### src/rtl/arb_pkg.sv
// Shared types for the round-robin packet arbiter.
package arb_pkg;

    typedef enum logic [0:0] {
        IDLE = 1'b0,
        BUSY = 1'b1
    } arb_state_e;

endpackage

### src/rtl/pry2oht_bck.sv
// Priority encoder: keeps only the highest-priority set bit of dat_i as a one-hot word.
module pry2oht_bck #(
    parameter int WIDTH          = 4,
    parameter int SPLIT          = 2,
    parameter int IMPLEMENTATION = 0,
    parameter     DIRECTION      = "LSB"
) (
    input  logic [WIDTH-1:0] dat_i,
    output logic [WIDTH-1:0] oht_o,
    output logic             vld_o
);

    logic [WIDTH-1:0] dat_s;
    logic [WIDTH-1:0] oht_s;
    logic             found_s;

    // MSB priority reuses the LSB encoder on a bit-reversed word
    if (DIRECTION == "MSB") begin : g_msb
        for (genvar i = 0; i < WIDTH; i++) begin : g_rev
            assign dat_s[i] = dat_i[WIDTH-1-i];
            assign oht_o[i] = oht_s[WIDTH-1-i];
        end
    end else begin : g_lsb
        assign dat_s = dat_i;
        assign oht_o = oht_s;
    end

    if (IMPLEMENTATION == 0 || SPLIT < 2) begin : g_arith
        assign oht_s   = dat_s & (~dat_s + WIDTH'(1));
        assign found_s = 1'b0;
    end else begin : g_scan
        // Linear scan: first set bit wins
        always_comb begin
            oht_s   = '0;
            found_s = 1'b0;
            for (int i = 0; i < WIDTH; i++) begin
                if (dat_s[i] && !found_s) begin
                    oht_s[i] = 1'b1;
                    found_s  = 1'b1;
                end else begin
                    oht_s[i] = 1'b0;
                end
            end
        end
    end

    assign vld_o = |dat_i;

endmodule

### src/rtl/arb_rr_pkt.sv
// Round-robin packet arbiter: grants one requester per packet and holds the
// grant until the last beat transfers, then rotates priority past the winner.
module arb_rr_pkt
    import arb_pkg::*;
#(
    parameter int WIDTH          = 4,
    parameter int SPLIT          = 2,
    parameter int IMPLEMENTATION = 0
) (
    input  logic                     clk,
    input  logic                     rst_n,
    input  logic                     ena,
    input  logic [WIDTH-1:0]         req_vld,
    input  logic [WIDTH-1:0]         req_lst,
    output logic [WIDTH-1:0]         req_rdy,
    output logic                     out_vld,
    output logic                     out_lst,
    input  logic                     out_rdy,
    output logic [WIDTH-1:0]         gnt,
    output logic [$clog2(WIDTH)-1:0] gnt_idx
);

    localparam int IW = $clog2(WIDTH);

    arb_state_e       state_q, state_d;
    logic [WIDTH-1:0] gnt_q, gnt_d;
    logic [WIDTH-1:0] msk_q, msk_d;
    logic [WIDTH-1:0] pick_msk_s, pick_unm_s, pick_s;
    logic             msk_hit_s, any_req_s, xfer_s;
    logic             out_vld_s, out_lst_s;
    logic [WIDTH-1:0] req_rdy_s;
    logic [IW-1:0]    gnt_idx_s;

    pry2oht_bck #(
        .WIDTH(WIDTH), .SPLIT(SPLIT), .IMPLEMENTATION(IMPLEMENTATION), .DIRECTION("LSB")
    ) u_pry_msk (
        .dat_i(req_vld & msk_q),
        .oht_o(pick_msk_s),
        .vld_o(msk_hit_s)
    );

    pry2oht_bck #(
        .WIDTH(WIDTH), .SPLIT(SPLIT), .IMPLEMENTATION(IMPLEMENTATION), .DIRECTION("LSB")
    ) u_pry_unm (
        .dat_i(req_vld),
        .oht_o(pick_unm_s),
        .vld_o(any_req_s)
    );

    assign pick_s = msk_hit_s ? pick_msk_s : pick_unm_s;
    assign xfer_s = out_vld_s & out_rdy;

    // State, grant and priority-mask registers
    always_ff @(posedge clk) begin
        if (!rst_n) begin
            state_q <= IDLE;
            gnt_q   <= '0;
            msk_q   <= '0;
        end else begin
            state_q <= state_d;
            gnt_q   <= gnt_d;
            msk_q   <= msk_d;
        end
    end

    // Next-state: grant on request in IDLE, release after the last beat
    always_comb begin
        state_d = state_q;
        gnt_d   = gnt_q;
        msk_d   = msk_q;
        case (state_q)
            IDLE: begin
                if (ena && any_req_s) begin
                    state_d = BUSY;
                    gnt_d   = pick_s;
                end else begin
                    state_d = IDLE;
                    gnt_d   = '0;
                end
            end
            BUSY: begin
                if (xfer_s && out_lst_s) begin
                    state_d = IDLE;
                    gnt_d   = '0;
                    // Bits strictly above the winner; the top index wraps to 0
                    msk_d   = ~(gnt_q | (gnt_q - WIDTH'(1)));
                end else begin
                    state_d = BUSY;
                end
            end
            default: begin
                state_d = IDLE;
                gnt_d   = '0;
                msk_d   = '0;
            end
        endcase
    end

    // Stream muxing follows the locked grant only while BUSY
    always_comb begin
        out_vld_s = 1'b0;
        out_lst_s = 1'b0;
        req_rdy_s = '0;
        case (state_q)
            BUSY: begin
                out_vld_s = |(req_vld & gnt_q);
                out_lst_s = |(req_lst & gnt_q);
                req_rdy_s = gnt_q & {WIDTH{out_rdy}};
            end
            default: begin
                out_vld_s = 1'b0;
                out_lst_s = 1'b0;
                req_rdy_s = '0;
            end
        endcase
    end

    always_comb begin
        gnt_idx_s = '0;
        for (int i = 0; i < WIDTH; i++) begin
            if (gnt_q[i]) begin
                gnt_idx_s = gnt_idx_s | IW'(i);
            end else begin
                gnt_idx_s = gnt_idx_s;
            end
        end
    end

    assign out_vld = out_vld_s & rst_n;
    assign out_lst = out_lst_s & rst_n;
    assign req_rdy = req_rdy_s & {WIDTH{rst_n}};
    assign gnt     = gnt_q;
    assign gnt_idx = gnt_idx_s;

endmodule

### config.mk
export PLATFORM = sky130hd
export DESIGN_NAME = arb_rr_pkt
export DESIGN_NICKNAME = d
export VERILOG_FILES = /design/src/rtl/arb_pkg.sv /design/src/rtl/pry2oht_bck.sv /design/src/rtl/arb_rr_pkt.sv
export SDC_FILE = /design/constraint.sdc
export NUM_CORES = 1
export LEC_CHECK = 0
export ABC_AREA = 1
export CAP_MARGIN = 0
export CORE_MARGIN = 2
export CORE_UTILIZATION = 41
export CTS_BUF_LIST = sky130_fd_sc_hd__clkbuf_8
export DETAILED_ROUTE_END_ITERATION = 16
export PLACE_DENSITY_LB_ADDON = 0.3
export SYNTH_ARGS = -nofsm -noshare
export SYNTH_HDL_FRONTEND = slang
export SYNTH_HIERARCHICAL = 1
export SYNTH_SLANG_ARGS = --single-unit
### constraint.sdc
create_clock -name clk -period 1.05 [get_ports clk]
set_input_delay 0.21 -clock clk [delete_from_list [all_inputs] [get_ports clk]]
set_output_delay 0.21 -clock clk [all_outputs]
set_load 0.01 [all_outputs]
==> summary.txt <==
Critical path
  – Worst path required time: 840 ps
  – R2R depth: 8
  – Reg-to-reg endpoint: gnt[1]
  – CP Max Fanout: 4
  – Critical path class: flop to output port
  – Crit path launch type: flop
  – Reg2Reg Setup Slack: -190 ps
  – Crit path DAT: 1060 ps
  – Setup crit end kind: output port
  – Reg2reg start: gnt[0]

Layout
  – Fin nets: 167
  – Area added between synthesis and finish: 86.8%
  – Ant diodes: 0
  – Share of post-route cells with drive strength above 1: 0.641
  – Final Non-Filler Cells: roughly 170
  – Final Util: 0.811

Synth
  – Synthesized area: 654 um2
  – Yosys reg bits: 8
  – Compound-Gate Fraction of Synth Area: 0.0822
  – Count of unique library cells instantiated by Yosys: 19
  – Post-Synth XOR/XNOR Area: 0
  – Largest family of logic cells by synthesized area: simple AND/OR/NAND/NOR gates
  – Mux share of post-synthesis cell area: 0.0688
  – Share of synthesized flip-flops with an asynchronous set or reset: 0
  – YS warnings: 6
  – Post-synth EDFFs: 0
  – Predominant post-synthesis flop cell: dfxtp_1
  – Synth Area in Adders: 0
  – Syn Area/Cell: approximately 6.2 um2
  – Simple-gate share of the synthesized area: 0.449
  – Syn Inst Count: 106
  – Seq/Total Area, Yosys: 0.245

Timing
  – Final Critical Period: 1270 ps
  – Fmax: 786 MHz
  – Fin Clk Skew: 3.89 ps
  – Setup violators final: 16
  – Unrepaired setup endpoints after global routing: true
  – Setup ws final: -223 ps
  – Fin crit share: 1.21
  – Final Max Tran Viols: 0
  – Endpoints failing hold: 0
  – Fin Hold WS: 470 ps

Routing
  – DR pass1 iterations: 4
  – 1st-iter DRT viols: 25
  – Routed Antenna Nets: 0
  – Vias per cell: ~5.3
  – WL/cell: 15.5 um
  – Remaining DRCs: 0
  – Vias: 891
  – WL final: around 2600 um

Global route
  – First-pass GRT wire length: 3350 um
  – Maximum number of pins on one net before global-route repair: 9
  – Total GRT Usage: 0.242
  – Vias in the first global route: 826
  – Initial antenna violation count: 0
  – Gr ovfl total: 0

Clocking
  – Sinks on Clock Net: 8
  – Root Buffer: clkbuf_8
  – Clk Latency, worst-skew pair: 240 ps
  – Clk buf depth: 2
  – Number of CTS-inserted buffers: 3
  – Clock Pin Slew Worst Setup and Hold Paths: roughly 40 ps
  – TritonCTS clock tree: yes
  – CTS H-tree depth: 1

Placement
  – Post-Place Cells: 160
  – # port buffers: 23
  – Placer congestion estimate: 0.804
  – Post-DP HPWL: 1440 um

Pwr
  – Peak supply drop: 0.674 mV
  – Power per cell area: 761 nW/um2
  – Leakage: approximately 0.6 nW

Worst hold path
  – Hold Path Cell Cnt: 2
  – Hold Path Origin: msk_q[2]
  – Worst Hold End: msk_q[2]
  – Worst Hold Class: flop to flop

Die
  – # rows: 14
  – Die height: 44.0 um
  – Number of I/O pins: 24
  – Core Region: 1510 um2
  – Die area: 1930 um2
  – Initial core utilization: 0.434
  – Chip width: 44.0 um

Job
  – Max Cap Viol: 0

Outcome
  – Status: finished with violations
  – Violations in the final reports: setup timing
-- state kept, by name, summed over array words and instances, names as in the netlist --
register,count
state_q,1
gnt,4
msk_q,3
-- power by group --
group          switching (W)  leakage, nW  internal [W]
logic               0.000123        0.512      0.000109
registers          0.0000103       0.0698      0.000305
clock network       0.000134       0.0216      0.000249
total               0.000267        0.603      0.000663
-- how the worst max path moves through the flow --
| stage | startpoint | to | slack, ps | cells past startpoint |
|---|---|---|---|---|
| after floorplan | msk_q[3] | gnt[0] | -10 | 7 |
| after global placement | req_vld[1] | out_vld | -710 | 6 |
| after detailed placement | req_vld[1] | out_vld | -730 | 6 |
| after CTS | gnt[1] | out_vld | -190 | 5 |
| after global routing | gnt[0] | gnt[1] | -260 | 8 |
| final | gnt[0] | out_lst | -220 | 5 |
-- cell type report --
class / instances / area, um2
clock buffer: 3 / 41.3
fill: 101 / 284
inverter: 19 / 71.3
multi-input combinational: 79 / 562
sequential: 8 / 180
tap: 16 / 20.0
timing repair buffer: 44 / 348
-- cell usage after synthesis, types with 2 or more instances --
cell type	number	area [um2]
buf_4	2	15.0
nand2_1	28	105
inv_1	17	63.8
inv_2	2	7.51
nor3_1	5	25.0
nor2_1	9	33.8
a21oi_1	9	45.0
nand2_2	3	18.8
dfxtp_1	8	160
nand3_1	8	40.0
mux2_2	4	45.0
nor2_2	4	25.0
-- cells in the final DEF, fill, tap and decap left out, types with 2 or more instances in the layout --
cell type | synthesis | final
a21oi_2 | 1 | 5
nand2_4 | 1 | 3
nand3_1 | 8 | 5
inv_1 | 17 | 10
buf_2 | 0 | 10
nor2_2 | 4 | 2
nor2_1 | 9 | 9
buf_4 | 2 | 15
a21oi_1 | 9 | 5
dfxtp_4 | 0 | 4
inv_2 | 2 | 9
nand3_2 | 0 | 2
nand2_1 | 28 | 9
nor2_4 | 1 | 3
clkbuf_8 | 0 | 3
clkdlybuf4s15_1 | 0 | 3
dfxtp_2 | 0 | 4
mux2_4 | 0 | 4
conb_1 | 1 | 4
nand2_2 | 3 | 19
nor3_2 | 0 | 4
dlygate4sd2_1 | 0 | 7
nand3_4 | 1 | 2
buf_6 | 1 | 7
-- layer usage --
layer	wire [um]	vias to the layer above	global-route usage	part of all wire
met1	945	409	0.241	0.36
met4	130	0	0.158	0.050
met5	0	-	0	0
met3	148	15	0.0375	0.057
met2	1390	50	0.453	0.53
li1	-	417	-	-
-- cell families (layout without fill, tap and decap cells) --
family	count (synthesis)	count (layout)
compound gates	10	10
buf+inv	22	66
flops	8	8
mux	4	4
other cells	1	4
simple gates	61	61
-- timing repair --
action / 4_1_cts / 5_1_grt
pin swaps: 18 / 12
resized for setup: 81 / 33
endpoints found under the setup margin: 20 / 20
buffers inserted: 2 / 4
hold buffers: 0 / 0
-- stage by stage --
stage                     setup TNS (ps)  area (um2)  worst slack (ps)  total power (W)
after floorplan                    -59.8         698             -15.0         0.000426
after global placement             -8970        1030              -712         0.000515
after detailed placement           -9280        1030              -732         0.000520
after CTS                          -2250        1120              -191         0.000886
after global routing               -3220        1220              -258         0.000946
final                              -2580        1220              -223         0.000930
-- worst max-delay path, stage by stage, from the launching register on --
cell and delay [ps]:
dfxtp_4 360, nand2_1 80, nand2_2 90, inv_2 50
a21oi_2 110, buf_2 130
Power figures use the tool's default switching activity.
